==> config.mk <==
export PLATFORM = sky130hd
export DESIGN_NAME = spi_reg_bank
export DESIGN_NICKNAME = d
export VERILOG_FILES = /design/src/rtl/spi_regs_pkg.sv /design/src/rtl/sample_fifo.sv /design/src/rtl/spi_reg_bank.sv
export SDC_FILE = /design/constraint.sdc
export NUM_CORES = 1
export LEC_CHECK = 0
export ABC_CLOCK_PERIOD_IN_PS = 2100
export CAP_MARGIN = 20
export CORE_MARGIN = 3
export CORE_UTILIZATION = 30
export DETAILED_ROUTE_END_ITERATION = 12
export REMOVE_ABC_BUFFERS = 1
export SYNTH_ARGS = -nofsm -noshare
export SYNTH_HDL_FRONTEND = slang
export SYNTH_SLANG_ARGS = --single-unit
==> constraint.sdc <==
create_clock -name clk -period 2.1 [get_ports clk]
set_clock_uncertainty 0.15 [all_clocks]
set_input_delay 0.42 -clock clk [delete_from_list [all_inputs] [get_ports clk]]
set_output_delay 0.42 -clock clk [all_outputs]
set_load 0.05 [all_outputs]
==> src/rtl/spi_regs_pkg.sv <==
// Shared definitions for the SPI register bank: register map, ID value,
// CTRL/STATUS bit positions and the transaction FSM states.
package spi_regs_pkg;

   localparam int unsigned ADDR_ID      = 0;
   localparam int unsigned ADDR_CTRL    = 1;
   localparam int unsigned ADDR_GAIN    = 2;
   localparam int unsigned ADDR_STATUS  = 3;
   localparam int unsigned ADDR_LEVEL   = 4;
   localparam int unsigned ADDR_DATA    = 5;
   localparam int unsigned ADDR_SCRATCH = 6;

   localparam logic [7:0] ID_VALUE = 8'hA5;

   localparam int CTRL_AUDIO_EN_BIT = 0;
   localparam int CTRL_FLUSH_BIT    = 1;

   localparam int STATUS_EMPTY_BIT = 0;
   localparam int STATUS_FULL_BIT  = 1;
   localparam int STATUS_OVF_BIT   = 2;

   typedef enum logic [2:0] {
      IDLE    = 3'd0,
      DECODE  = 3'd1,
      RD_HOLD = 3'd2,
      WR_WAIT = 3'd3,
      DONE    = 3'd4
   } state_e;

endpackage

==> src/rtl/sample_fifo.sv <==
// Power-of-two sample FIFO with synchronous flush; level saturates at DEPTH
// because pushes into a full FIFO are refused unless a pop frees a slot.
module sample_fifo #(
   parameter int DW    = 8,
   parameter int DEPTH = 16
) (
   input  logic                    clk,
   input  logic                    reset_n,
   input  logic                    push,
   input  logic                    pop,
   input  logic                    flush,
   input  logic [DW-1:0]           din,
   output logic [DW-1:0]           dout,
   output logic [$clog2(DEPTH):0]  level,
   output logic                    full,
   output logic                    empty
);

   localparam int AW = $clog2(DEPTH);
   localparam logic [AW-1:0] PTR_ONE  = AW'(1);
   localparam logic [AW:0]   CNT_ONE  = (AW+1)'(1);
   localparam logic [AW:0]   CNT_FULL = (AW+1)'(DEPTH);

   logic [DW-1:0] mem_q [DEPTH];
   logic [AW-1:0] wr_ptr_q, wr_ptr_d;
   logic [AW-1:0] rd_ptr_q, rd_ptr_d;
   logic [AW:0]   count_q, count_d;
   logic          do_push, do_pop;

   assign full  = (count_q == CNT_FULL);
   assign empty = (count_q == '0);
   assign level = count_q;
   assign dout  = mem_q[rd_ptr_q];

   always_comb begin
      do_push  = push && !flush && (!full || pop);
      do_pop   = pop && !flush && !empty;
      wr_ptr_d = wr_ptr_q;
      rd_ptr_d = rd_ptr_q;
      count_d  = count_q;
      if (flush) begin
         wr_ptr_d = '0;
         rd_ptr_d = '0;
         count_d  = '0;
      end else begin
         if (do_push) wr_ptr_d = wr_ptr_q + PTR_ONE;
         if (do_pop)  rd_ptr_d = rd_ptr_q + PTR_ONE;
         if (do_push && !do_pop)      count_d = count_q + CNT_ONE;
         else if (do_pop && !do_push) count_d = count_q - CNT_ONE;
      end
   end

   always_ff @(posedge clk or negedge reset_n) begin
      if (!reset_n) begin
         wr_ptr_q <= '0;
         rd_ptr_q <= '0;
         count_q  <= '0;
      end else begin
         wr_ptr_q <= wr_ptr_d;
         rd_ptr_q <= rd_ptr_d;
         count_q  <= count_d;
      end
   end

   always_ff @(posedge clk) begin
      if (do_push) mem_q[wr_ptr_q] <= din;
   end

endmodule

==> src/rtl/spi_reg_bank.sv <==
// SPI-target register bank with a per-transaction FSM. Define SPI_REGS_FIFO_EN
// to compile in the audio sample FIFO together with STATUS, LEVEL and DATA.
module spi_reg_bank
   import spi_regs_pkg::*;
#(
   parameter int ADDRSZ     = 7,
   parameter int DW         = 8,
   parameter int FIFO_DEPTH = 16
) (
   input  logic              clk,
   input  logic              reset_n,
   input  logic [ADDRSZ-1:0] reg_addr,
   input  logic              addr_dv,
   input  logic [DW-1:0]     rx_d,
   input  logic              rxdv,
   input  logic              rw_out,
   output logic [DW-1:0]     tx_d,
   output logic              tx_en,
   input  logic [DW-1:0]     sample_data,
   input  logic              sample_valid,
   output logic              audio_en,
   output logic [DW-1:0]     gain
);

   state_e              state_q, state_d;
   logic                addr_dv_q, addr_dv_d;
   logic                rxdv_q, rxdv_d;
   logic [ADDRSZ-1:0]   addr_lat_q, addr_lat_d;
   logic                rw_lat_q, rw_lat_d;
   logic [DW-1:0]       tx_d_q, tx_d_d;
   logic                tx_en_q, tx_en_d;
   logic                wr_pend_q, wr_pend_d;
   logic [DW-1:0]       wr_data_q, wr_data_d;
   logic                audio_en_q, audio_en_d;
   logic [DW-1:0]       gain_q, gain_d;
   logic [DW-1:0]       scratch_q, scratch_d;
   logic [DW-1:0]       rd_data;
   logic                rd_fire, wr_commit, flush_req;

   assign tx_d     = tx_d_q;
   assign tx_en    = tx_en_q;
   assign audio_en = audio_en_q;
   assign gain     = gain_q;

`ifdef SPI_REGS_FIFO_EN
   localparam int LW = $clog2(FIFO_DEPTH) + 1;
   logic [LW-1:0] fifo_level;
   logic [DW-1:0] fifo_dout, status;
   logic          fifo_push, fifo_pop, fifo_full, fifo_empty;
   logic          flush_q, flush_d, ovf_q, ovf_d;

   sample_fifo #(.DW(DW), .DEPTH(FIFO_DEPTH)) u_fifo (
      .clk(clk), .reset_n(reset_n), .push(fifo_push), .pop(fifo_pop),
      .flush(flush_q), .din(sample_data), .dout(fifo_dout),
      .level(fifo_level), .full(fifo_full), .empty(fifo_empty)
   );

   // Overflow set wins over a same-cycle clear; a flush drops any push.
   always_comb begin
      fifo_push = sample_valid && audio_en_q;
      fifo_pop  = rd_fire && (addr_lat_q == ADDRSZ'(ADDR_DATA)) && !fifo_empty;
      flush_d   = flush_req;
      ovf_d     = ovf_q;
      if (flush_q || (rd_fire && addr_lat_q == ADDRSZ'(ADDR_STATUS))) ovf_d = 1'b0;
      if (fifo_push && fifo_full && !fifo_pop && !flush_q) ovf_d = 1'b1;
   end

   always_ff @(posedge clk or negedge reset_n) begin
      if (!reset_n) begin
         flush_q <= 1'b0;
         ovf_q   <= 1'b0;
      end else begin
         flush_q <= flush_d;
         ovf_q   <= ovf_d;
      end
   end
`else
   logic unused_cfg;
   assign unused_cfg = (^{sample_data, sample_valid, flush_req}) ^ (FIFO_DEPTH > 0);
`endif

   always_comb begin
      rd_data = '0;
`ifdef SPI_REGS_FIFO_EN
      status = '0;
      status[STATUS_EMPTY_BIT] = fifo_empty;
      status[STATUS_FULL_BIT]  = fifo_full;
      status[STATUS_OVF_BIT]   = ovf_q;
`endif
      case (addr_lat_q)
         ADDRSZ'(ADDR_ID):      rd_data = DW'(ID_VALUE);
         ADDRSZ'(ADDR_CTRL):    rd_data[CTRL_AUDIO_EN_BIT] = audio_en_q;
         ADDRSZ'(ADDR_GAIN):    rd_data = gain_q;
         ADDRSZ'(ADDR_SCRATCH): rd_data = scratch_q;
`ifdef SPI_REGS_FIFO_EN
         ADDRSZ'(ADDR_STATUS):  rd_data = status;
         ADDRSZ'(ADDR_LEVEL):   rd_data = DW'(fifo_level);
         ADDRSZ'(ADDR_DATA):    rd_data = fifo_empty ? '0 : fifo_dout;
`endif
         default:               rd_data = '0;
      endcase
   end

   always_comb begin
      state_d    = state_q;
      addr_dv_d  = addr_dv;
      rxdv_d     = rxdv;
      addr_lat_d = addr_lat_q;
      rw_lat_d   = rw_lat_q;
      tx_d_d     = tx_d_q;
      tx_en_d    = tx_en_q;
      wr_pend_d  = wr_pend_q;
      wr_data_d  = wr_data_q;
      rd_fire    = 1'b0;
      wr_commit  = 1'b0;
      case (state_q)
         IDLE: begin
            tx_en_d   = 1'b0;
            wr_pend_d = 1'b0;
            if (addr_dv && !addr_dv_q) begin
               state_d    = DECODE;
               addr_lat_d = reg_addr;
               rw_lat_d   = rw_out;
            end
         end
         DECODE: begin
            if (rw_lat_q) begin
               state_d = RD_HOLD;
               tx_d_d  = rd_data;
               tx_en_d = 1'b1;
               rd_fire = 1'b1;
            end else begin
               state_d = WR_WAIT;
            end
         end
         RD_HOLD: ;
         WR_WAIT: begin
            if (rxdv && !rxdv_q) begin
               state_d   = DONE;
               wr_pend_d = 1'b1;
               wr_data_d = rx_d;
            end
         end
         DONE: begin
            if (wr_pend_q) begin
               wr_commit = 1'b1;
               wr_pend_d = 1'b0;
            end
         end
         default: state_d = IDLE;
      endcase
      // Losing addr_dv aborts everything, including an uncommitted write.
      if (state_q != IDLE && !addr_dv) begin
         state_d   = IDLE;
         tx_en_d   = 1'b0;
         wr_pend_d = 1'b0;
         rd_fire   = 1'b0;
         wr_commit = 1'b0;
      end
   end

   always_comb begin
      audio_en_d = audio_en_q;
      gain_d     = gain_q;
      scratch_d  = scratch_q;
      flush_req  = 1'b0;
      if (wr_commit) begin
         case (addr_lat_q)
            ADDRSZ'(ADDR_CTRL): begin
               audio_en_d = wr_data_q[CTRL_AUDIO_EN_BIT];
               flush_req  = wr_data_q[CTRL_FLUSH_BIT];
            end
            ADDRSZ'(ADDR_GAIN):    gain_d    = wr_data_q;
            ADDRSZ'(ADDR_SCRATCH): scratch_d = wr_data_q;
            default: ;
         endcase
      end
   end

   // addr_dv_q resets high so a level already high at reset release is not
   // mistaken for the start of a new transaction.
   always_ff @(posedge clk or negedge reset_n) begin
      if (!reset_n) begin
         state_q    <= IDLE;
         addr_dv_q  <= 1'b1;
         rxdv_q     <= 1'b0;
         addr_lat_q <= '0;
         rw_lat_q   <= 1'b0;
         tx_d_q     <= '0;
         tx_en_q    <= 1'b0;
         wr_pend_q  <= 1'b0;
         wr_data_q  <= '0;
         audio_en_q <= 1'b0;
         gain_q     <= '0;
         scratch_q  <= '0;
      end else begin
         state_q    <= state_d;
         addr_dv_q  <= addr_dv_d;
         rxdv_q     <= rxdv_d;
         addr_lat_q <= addr_lat_d;
         rw_lat_q   <= rw_lat_d;
         tx_d_q     <= tx_d_d;
         tx_en_q    <= tx_en_d;
         wr_pend_q  <= wr_pend_d;
         wr_data_q  <= wr_data_d;
         audio_en_q <= audio_en_d;
         gain_q     <= gain_d;
         scratch_q  <= scratch_d;
      end
   end

endmodule

==> reports/qor.yml, run 1 <==
timing:
  rsz0062_at_grt: "no"
  slew_violations: 0
  final.period_utilization_pct: 97.3
  min_period_ps: 2040
  timing.slew.headroom_pct: 60.5
  setup_viol: 0
  worst_pin_slew_ps: 592
  setup_tns_ps: 0
  fmax_mhz: 489
  hold_viol_final: 0
final_layout:
  most-common-layout-cells: "47 x dfrtp_1, 34 x mux2_2, 33 x buf_4"
  drive_above_1_share_pct: 40.5
  synthToLayoutAreaGrowth_pct: 32.1
  mostFrequentLayoutCell: "dfrtp_1"
  fillers: 619
  diodes: 0
  nets: 238
  final_area_um2: 2710
  finish.utilization_pct: 41.7
die:
  dieArea_um2: 7870
  core_area_um2: 6490
  die_x_um: 88.7
  die_y_um: 88.7
  io_pins: 47
  start_util_pct: 31.6
  rows: 29
setup_path:
  critPathLaunchType: "register"
  reg2regPathDepth: 4
  crit_fanout: 3
  endpoint_kind: "register"
  arrival_ps: 2080
  reg2reg_slack_ps: 60
  critPathKind: "register to register"
  worst_ep_required_time_ps: 2130
  r2r-end: "audio_en"
  worstReg2RegStart: "addr_lat_q[6]"
global_route:
  grt_pass1_wl_um: 6990
  grt_max_degree: 49
  antenna_found_initial: 0
  grt_pass1_vias: 1472
  grt_usage_pct: 11.4
  grt.overflow.total: 0
place:
  placed_area_um2: 2580
  post-dp-hpwl_um: 2970
  gp_congestion: 0.697
  io_buffers: 37
synthesis:
  netlist_area_um2: 2050
  synth_area_per_cell_um2: 13.3
  ys_seq_elements: 48
  yosys_warnings: 0
  synth_cells: 154
  synth_cell_types: 32
  seq_area_frac_synth_pct: 58.6
drt:
  firstDrtPassIters: 4
  wirelength_um: 4060
  via_per_inst: 4.82
  wl_per_cell_um: 14.1
  initialDrtViolationCount: 26
  ant_nets: 0
  drc: 0
  vias: 1383
min_path:
  hp-class: "input pin to asynchronous set/reset pin"
cts:
  h-tree-depth: 2
  holdBufCountCts: 0
  cts_setup_buffers: 0
  clock-sinks: 48
  clkTransAtPathRegs_ps: 90
  numCtsBuffers: 5
  cts-root-buf: "clkbuf_8"
  cts_tree: "done"
  clk_path_buf_depth: 2
  clock_latency_ps: 300
flow_run:
  cap_violations: 0
power_and_ir_drop:
  power_density_nw_per_um2: 850
  cellLeakagePower_nw: 1.24
  irDropWorstVdd_mv: 0.430
run_status:
  status: "complete, no violations"
-- timing repair --
| item | CTS | global route |
|---|---|---|
| setup endpoints to repair | 17 | 11 |
| pin swaps | 1 | 2 |
| resized for setup | 2 | 2 |
-- worst max-delay path, stage by stage (launching register included) --
cell and delay, ps:
dfrtp_1 380, or4_4 590, buf_4 170, nor4_4 280, mux2_2 360
-- through the flow --
stage	total power (W)	hold slack, ps	instances	setup slack [ps]
2_1_floorplan	0.00145	-25.6	148	-64.3
3_3_place_gp	0.00165	316	279	-105
3_5_place_dp	0.00166	326	279	-128
4_1_cts	0.00234	81.0	287	5.54
5_1_grt	0.00244	112	287	2.13
6_report	0.00230	48.9	287	55.8
-- metal layers --
metal / share of wire [%] / vias up / wire length (µm) / global-route usage [%]
met1: 47 / 690 / 1900 / 14.5
met2: 48 / 23 / 1950 / 19.1
li1: - / 665 / - / -
met5: 0 / - / 0 / 0
met3: 3.9 / 5 / 158 / 2.79
met4: 1.1 / 0 / 44 / 3.71
-- cell usage after synthesis (all sizes together) --
cell type,instances,share of area (%)
nand3,5,1.2
or4,1,0.37
nor2b,3,0.91
nor2,4,0.73
o2bb2ai,3,1.3
clkbuf,4,0.73
nand3b,2,0.73
nor3,3,0.98
nand2b,4,1.2
a211o,1,0.43
nand4bb,1,0.55
or3,1,0.31
or2,1,0.31
nor3b,1,0.37
dfstp,1,1.3
nor4,4,2.7
a21oi,3,0.73
mux2,34,19
or2b,1,0.37
nand2,11,2.0
o21ai,5,1.2
o31ai,3,1.1
a21boi,2,0.73
or3b,1,0.43
buf,2,0.43
mux2i,4,2.0
dfrtp,47,57
o31a,1,0.49
nor4bb,1,0.49
-- state kept, by name, indices dropped and copies added, names as in the netlist, 3 cells and up --
register and cells:
addr_lat_q 7, gain 8, tx_d 8, scratch_q 8, state_q 3, wr_data_q 8
-- where the power goes --
group / internal [W] / switching, W / total (W)
Combinational: 0.000249 / 0.000246 / 0.000495
Clock: 0.000352 / 0.000304 / 0.000657
Sequential: 0.00105 / 0.000103 / 0.00115
-- area by class of cell --
type | count | area [µm²] | area share (%)
flip-flops and latches | 48 | 1200 | 44.4
clock buffers | 5 | 68.8 | 2.54
multi-input cells | 100 | 847 | 31.3
repair buffers | 54 | 453 | 16.7
well taps | 77 | 96.3 | 3.55
clock inverters | 3 | 42.5 | 1.57
-- cell families (layout without fill, tap and decap cells) --
| kind of cell | after synthesis | count (layout) | share of synthesized area (%) |
|---|---|---|---|
| DFF | 48 | 48 | 58.6 |
| AOI/OAI and AO/OA | 18 | 18 | 5.98 |
| buffers and inverters | 6 | 62 | 1.16 |
| and+or+nand+nor | 44 | 44 | 13.7 |
| muxes | 38 | 38 | 20.6 |
-- worst max path at each step --
stage	startpoint	endpoint	slack, ps
3_5_place_dp	addr_lat_q[3]	audio_en	-130
2_1_floorplan	addr_lat_q[3]	gain[0]	-60
5_1_grt	addr_lat_q[6]	audio_en	2
6_report	addr_lat_q[6]	audio_en	60
3_3_place_gp	addr_lat_q[3]	audio_en	-110
4_1_cts	addr_lat_q[3]	scratch_q[3]	6
(Power assumes the default switching activity.)
==> run 2, diff against run 1 <==
--- a/config.mk
+++ b/config.mk
@@ -9,6 +9,7 @@
 export CAP_MARGIN = 20
 export CORE_MARGIN = 3
 export CORE_UTILIZATION = 30
+export CTS_BUF_LIST = sky130_fd_sc_hd__clkbuf_4 sky130_fd_sc_hd__clkbuf_8 sky130_fd_sc_hd__clkbuf_16
 export DETAILED_ROUTE_END_ITERATION = 12
 export REMOVE_ABC_BUFFERS = 1
 export SYNTH_ARGS = -nofsm -noshare
==> results of run 2 <==
No change in the layout: final DEF, timing and power equal those of run 1.
==> run 3, diff against run 2 <==
--- a/config.mk
+++ b/config.mk
@@ -5,7 +5,6 @@
 export SDC_FILE = /design/constraint.sdc
 export NUM_CORES = 1
 export LEC_CHECK = 0
-export ABC_CLOCK_PERIOD_IN_PS = 2100
 export CAP_MARGIN = 20
 export CORE_MARGIN = 3
 export CORE_UTILIZATION = 30
==> results of run 3 <==
No change in the layout: final DEF, timing and power equal those of run 1.
